**config.mk**
```make
export PLATFORM = sky130hd
export DESIGN_NAME = down_sample
export DESIGN_NICKNAME = d
export VERILOG_FILES = /design/src/rtl/down_sample.sv
export SDC_FILE = /design/constraint.sdc
export NUM_CORES = 2
export LEC_CHECK = 0
export ABC_CLOCK_PERIOD_IN_PS = 28900
export BUFFER_PORTS_ARGS = -buffer_cell sky130_fd_sc_hd__buf_2
export CAP_MARGIN = 5
export CELL_PAD_IN_SITES_DETAIL_PLACEMENT = 1
export CELL_PAD_IN_SITES_GLOBAL_PLACEMENT = 2
export CORE_ASPECT_RATIO = 1.25
export CORE_MARGIN = 1
export CORE_UTILIZATION = 55
export CTS_CLUSTER_DIAMETER = 80
export DETAILED_ROUTE_END_ITERATION = 7
export GPL_ROUTABILITY_DRIVEN = 0
export PLACE_DENSITY_LB_ADDON = 0.1
export SYNTH_ARGS = -nofsm -noshare
export SYNTH_HDL_FRONTEND = slang
export SYNTH_SLANG_ARGS = --single-unit
```
**constraint.sdc**
```tcl
create_clock -name Clk -period 28.9 [get_ports Clk]
set_input_delay 1.445 -clock Clk [delete_from_list [all_inputs] [get_ports Clk]]
set_output_delay 1.445 -clock Clk [all_outputs]
set_load 0.005 [all_outputs]
```
**src/rtl/down_sample.sv**
```systemverilog
// 2x2 decimator: averages each 2x2 pixel block of a raster frame with rounding.
// Even rows store horizontal pair sums in a line buffer; odd rows complete the block.
module down_sample #(
    parameter int COL = 800,
    parameter int ROW = 600
) (
    input  logic       Clk,
    input  logic       Reset,
    input  logic       Clk_en,
    input  logic [7:0] Din,
    input  logic       valid,
    output logic [7:0] Dout,
    output logic       valid_out,
    output logic       frame_done
);

    localparam int CW = $clog2(COL);
    localparam int RW = (ROW > 2) ? $clog2(ROW) : 1;
    localparam int AW = CW - 1;

    logic [CW-1:0] col;
    logic [RW-1:0] row;
    logic [7:0]    a;
    logic [8:0]    line_buf [COL/2];

    logic          accept;
    logic          col_last;
    logic          row_last;
    logic [AW-1:0] addr;
    logic [7:0]    avg;

    assign accept   = valid && Clk_en;
    assign col_last = (col == CW'(COL - 1));
    assign row_last = (row == RW'(ROW - 1));
    assign addr     = col[CW-1:1];

    // Largest block sum is 1020, so the rounded quotient always fits 8 bits.
    assign avg = 8'((10'(line_buf[addr]) + 10'(a) + 10'(Din) + 10'd2) >> 2);

    // Line buffer is never reset; every entry is rewritten on an even row first.
    always_ff @(posedge Clk) begin
        if (accept && col[0] && !row[0]) begin
            line_buf[addr] <= 9'(a) + 9'(Din);
        end
    end

    always_ff @(posedge Clk or posedge Reset) begin
        if (Reset) begin
            col        <= '0;
            row        <= '0;
            a          <= '0;
            Dout       <= '0;
            valid_out  <= 1'b0;
            frame_done <= 1'b0;
        end else if (Clk_en) begin
            valid_out  <= 1'b0;
            frame_done <= 1'b0;
            if (valid) begin
                if (col_last) begin
                    col <= '0;
                    row <= row_last ? '0 : row + 1'b1;
                end else begin
                    col <= col + 1'b1;
                end
                if (!col[0]) begin
                    a <= Din;
                end else if (row[0]) begin
                    Dout       <= avg;
                    valid_out  <= 1'b1;
                    frame_done <= col_last && row_last;
                end
            end
        end
    end

endmodule

```
After elaboration in Yosys (flattened, before gate mapping):

Memories as Yosys holds them, arrays and structs flattened.
Index checks and enable logic that the tools add are counted.

* $add $sub $neg: 6
* $mul: 0
* div/mod/pow operators: 0
* order comparisons: 0
* equality and inequality tests: 2
* shift-type cells: 0
* mux-type cells: 10
* bitwise logic cells: 1
* reductions and logical operators: 9

Operator list (count)
* $add A10 B1 Y10 const B: 2
* $eq A10 B10 Y1 const B: 2
* $mux W10: 2
* $add A10 B2 Y10 const B: 1
* $add A10 B8 Y10: 1
* $add A9 B8 Y10: 1
* $add A8 B8 Y9: 1
* $mux W1: 8
* $reduce_and A3 Y1: 2
* $logic_and A1 B1 Y1: 4
* $reduce_and A4 Y1: 1
* $reduce_and A2 Y1: 1
* $logic_not A1 Y1: 1
* $not A1 Y1: 1

* flip-flop bits (word level): 38
* latch bits: 0
* RAM bits: 3600
* ROM bits: 0
* input bits: 12
* output and inout port bits: 10
* logic and storage cells: 35
* memories: 1

Memories
* line_buf: depth 400, bits a word 9, rd ports 1, clocked after memory_dff 0, wr ports 1, RTL line 24 `logic [8:0] line_buf [COL/2];`

Depth between registers and ports, before layout:

* depth in word-level cells: 5
* gate-level depth with buffers: 23
* depth with buffers taken out: 16

Worst setup path before layout:

OpenSTA, ideal clock, no wires.

* path type: input port to flip-flop
* from: input Din[0]
* to: memory line_buf[0][6], data pin
* library setup time: 2.456 ns
* arrival time: 13.818 ns
* required time: 26.444 ns
* path slack: 12.626 ns
* stages: 10
* buffers on the path: 0
* cells stage by stage: ha_1 > inv_1 > fa_1 > inv_1 > a21oi_1 > o21bai_1 > a21oi_1 > nor2_1 > nor2_1 > xnor2_1

* longest elaborated chain between the ends: 1

Ends and longest elaborated chain
* start: declaration: RTL line 10 `input logic [7:0] Din,`
* $add A8 B8 Y9: RTL line 43 `line_buf[addr] <= 9'(a) + 9'(Din);`
* end: declaration: RTL line 24

Every way passes these cells.

Worst setup path in the final report:

* from: register col[2]
* to: register Dout[5]

* longest elaborated chain between the ends: 4

Ends and longest elaborated chain
* start: declaration: RTL line 21 `logic [CW-1:0] col;`
* start signal: assignment: RTL line 63 `col <= col + 1'b1;`
* $mem_v2 Z400 W9
* $add A9 B8 Y10: RTL line 38 `assign avg = 8'((10'(line_buf[addr]) + 10'(a) + 10'(Din) + 10'd2) >> 2);`
* $add A10 B8 Y10: RTL line 38
* $add A10 B2 Y10: RTL line 38
* end signal: assignment: RTL line 68 `Dout <= avg;`
* end: declaration: RTL line 12 `output logic [7:0] Dout,`

Every way passes these cells.
A chain may end at the register's enable or synchronous reset.

==> out/results.ini <==
[routing]
routedWlPerCell_um=37.8
viasPerCell=6.62
drc=0
num_vias=65700
ant_nets=0
wirelength_mm=375
dr.pass1.iters=5
dr.first_iter.drc_count=7269

[timing]
timing_worst_slew_pin_value_ps=1400
setup_tns_ps=0
period_share_pct=29.7
finalSetupViolations=0
max-slew-margin-rel_pct=6.53
rsz0062_at_grt=no
layout_min_cycle_time_ps=8570
hold_viol=0
maxSlewViolCount=0
finClkSkew_ps=58.6
fmax_mhz=117

[die]
coreArea_um2=255000
die_width_um=455
start_util_pct=55.4
die_y_um=569
num_rows=207
io_pins=22
dieArea_um2=259000

[placement]
dpl.cell_count=9287
dpl_cell_area_um2=146000
dpl.hpwl_mm=221
port_buffers=21

[logic_synthesis]
synth_compound_area_share_pct=0.776
avgSynthCellArea_um2=23.2
synth_top_area_share_pct=76.5
synth_area_um2=141000
synthFlopType=edfxtp_1
synthXorXnorAreaFrac_pct=0.143
ys_types=68
synthMuxAreaShare_pct=18.2
synth_top_family_by_area=multiplexers
async_flop_share_pct=1.04
synth_top_area_cell=edfxtp_1
synth_cells=6091
synth-simple-area-share_pct=2.05
synthAdderAreaFrac_pct=0.282
yosysWarnings=0
syn_nets=6130
synth_edf_count=3600
yosysSeqAreaShare_pct=77.2
ys_ff_latch=3638
synth_area_leaders=edfxtp_1 77%, mux4_2 18%, nor2_1 1.2%

[setup_path]
worstSetupStartpointType=register
timing.critical_path.to=Dout[5]$_DFFE_PP0P_
timing.rr.end=Dout[5]$_DFFE_PP0P_
r2r_start=col[2]$_DFFE_PP0P_
crit_path_end_kind=register
r2r_cells=18
rrSetupSlack_ps=20330
worstPathMaxFanout=105
crit_start=col[2]$_DFFE_PP0P_
worstPathArrival_ps=9410
cp.required_ps=29740
path_class=reg2reg

[global_route]
grt_max_degree=253
grt_pass1_vias=68900
grt_util_all_layers_pct=29.5
grt-ovfl-total=0
grt_pass1_wl_mm=531
grt_antenna_before_repair=10

[layout]
final_common_cell=edfxtp_1
seq_area_um2=109000
drive_above_1_share_pct=28.6
syn_to_final_growth_pct=11.1
nFillCells=20200
nets=6338
fin_cells=9926
multi_input_area_um2=30500
final_cell_mix=3,600 x edfxtp_1, 1,107 x mux4_2, 430 x nor2_1, 361 x clkbuf_16, 175 x buf_4
fin_area_um2=157000

[power]
seqPwrFrac_pct=42.9
intPower_mw=11.0
power.switching_mw=4.83
p_clk_share_pct=29.0
ir_worst_vdd_uv=132
swShare_pct=30.4
power_per_cell_area_nw_per_um2=101
power_frac_comb_pct=28.1
p_leak_nw=48.3
power_mw=15.9

[cts]
post_cts_buffers=0
root_buffer=clkbuf_16
clk_pin_slew_ps=70
cts_tree=built
clock_latency_ps=910
clock_path_buffers=4
h-tree-depth=5
cts_resized=0
cts_hold_buf=0
cts_sinks=3638
cts_buffers=354

[worst_hold_path]
min_path_type=reg2reg
hold_path_startpoint=row[8]$_DFFE_PP0P_

[job]
max_cap_viol_count=0

[run_status]
status=finished, final reports clean

==> sequential cells by signal (all words and copies together), names as in the netlist <==
register / cells
line_buf: 3600
frame_done: 1
valid_out: 1
Dout: 8
row: 10
a: 8
col: 10
==> cells in the mapped netlist (4+ instances only) <==
cell       number
a32oi_1         4
xnor2_1        18
nand3b_1        4
o21ai_0        19
and3_1          5
nor3b_1         5
a31oi_1         8
mux4_2       1107
o211ai_1        6
ha_1           19
xor2_1          5
nand2_1       121
and2_1          5
a22oi_1        39
buf_1          43
mux2_2         15
a21oi_1        38
clkbuf_1      164
buf_2          82
buf_4          22
nand3_1        52
inv_1          19
a21o_1          6
mux2i_1        50
nor4_1          4
nor3_1          9
dfrtp_1        38
o2111ai_1       4
fa_1            8
buf_6          41
nor2_1        433
nand4_1        15
edfxtp_1     3600
nor2b_1        11
o21bai_1        4
nand2b_1        8
or3_1           5
==> routing by layer <==
metal / share of wire, % / up-vias / global-route usage, %
met1: 39 / 36100 / 40.5
met5: 0 / - / 0
li1: - / 26200 / -
met2: 51 / 2761 / 49.0
met4: 3.7 / 0 / 10.1
met3: 6.7 / 549 / 4.16
==> final cells by class <==
class / count / share of cell area, %
Sequential cell: 3638 / 69.5
Multi-Input combinational cell: 2076 / 19.5
Clock buffer: 429 / 5.96
Tap cell: 3344 / 2.67
Clock inverter: 201 / 1.28
Timing Repair Buffer: 206 / 1.03
Inverter: 23 / 0.0662
Antenna cell: 9 / 0.0144
==> how the worst min path moves through the flow <==
stage                                     to  slack [ps]  cells after the start
final                     row[8]$_DFFE_PP0P_         490                      1
after global routing      row[8]$_DFFE_PP0P_         510                      1
after CTS                 row[8]$_DFFE_PP0P_         500                      1
after detailed placement  row[5]$_DFFE_PP0P_         480                      1
after global placement    row[5]$_DFFE_PP0P_         480                      1
after floorplan           row[8]$_DFFE_PP0P_         460                      1
==> stage by stage <==
| step | utilization (%) | worst slack (ps) | hold WS, ps |
|---|---|---|---|
| after floorplan | - | 12630 | 459 |
| after detailed placement | 57.1 | 20380 | 484 |
| after CTS | 61.6 | 20380 | 497 |
| after global routing | 61.6 | 20050 | 508 |
| final | 61.6 | 20330 | 494 |
| after global placement | 57.1 | 20420 | 481 |
==> cells by family after synthesis <==
logic type,after synthesis
AOI/OAI and AO/OA,161
and+or+nand+nor,690
xor gates and xnor gates,23
DFF,3638
buffers and inverters,377
adders and majority gates,27
muxes,1175
==> worst max-delay path, cell delays in order (launching register included) <==
cell and delay [ps]:
dfrtp_4 960, buf_4 750, buf_4 760, buf_12 530, buf_4 750, mux4_2 410, mux4_2 550, mux4_2 540
mux2i_1 460, o22ai_1 180, nand2_1 100, nand4_1 100, fa_1 460, ha_1 350, nand2_1 80, o311ai_1 470
a21oi_1 210, or4_1 450, nand3_1 110
==> power groups by stage <==
stage | Clock [mW] | Sequential, mW | Combinational (mW)
after floorplan | 0 | 7.46 | 2.85
after CTS | 4.66 | 6.81 | 4.51
after global routing | 4.82 | 6.82 | 4.67
after detailed placement | 0 | 6.92 | 4.51
final | 4.61 | 6.82 | 4.45
after global placement | 0 | 6.91 | 4.40
Note: power is estimated with default switching activity, not from simulation.
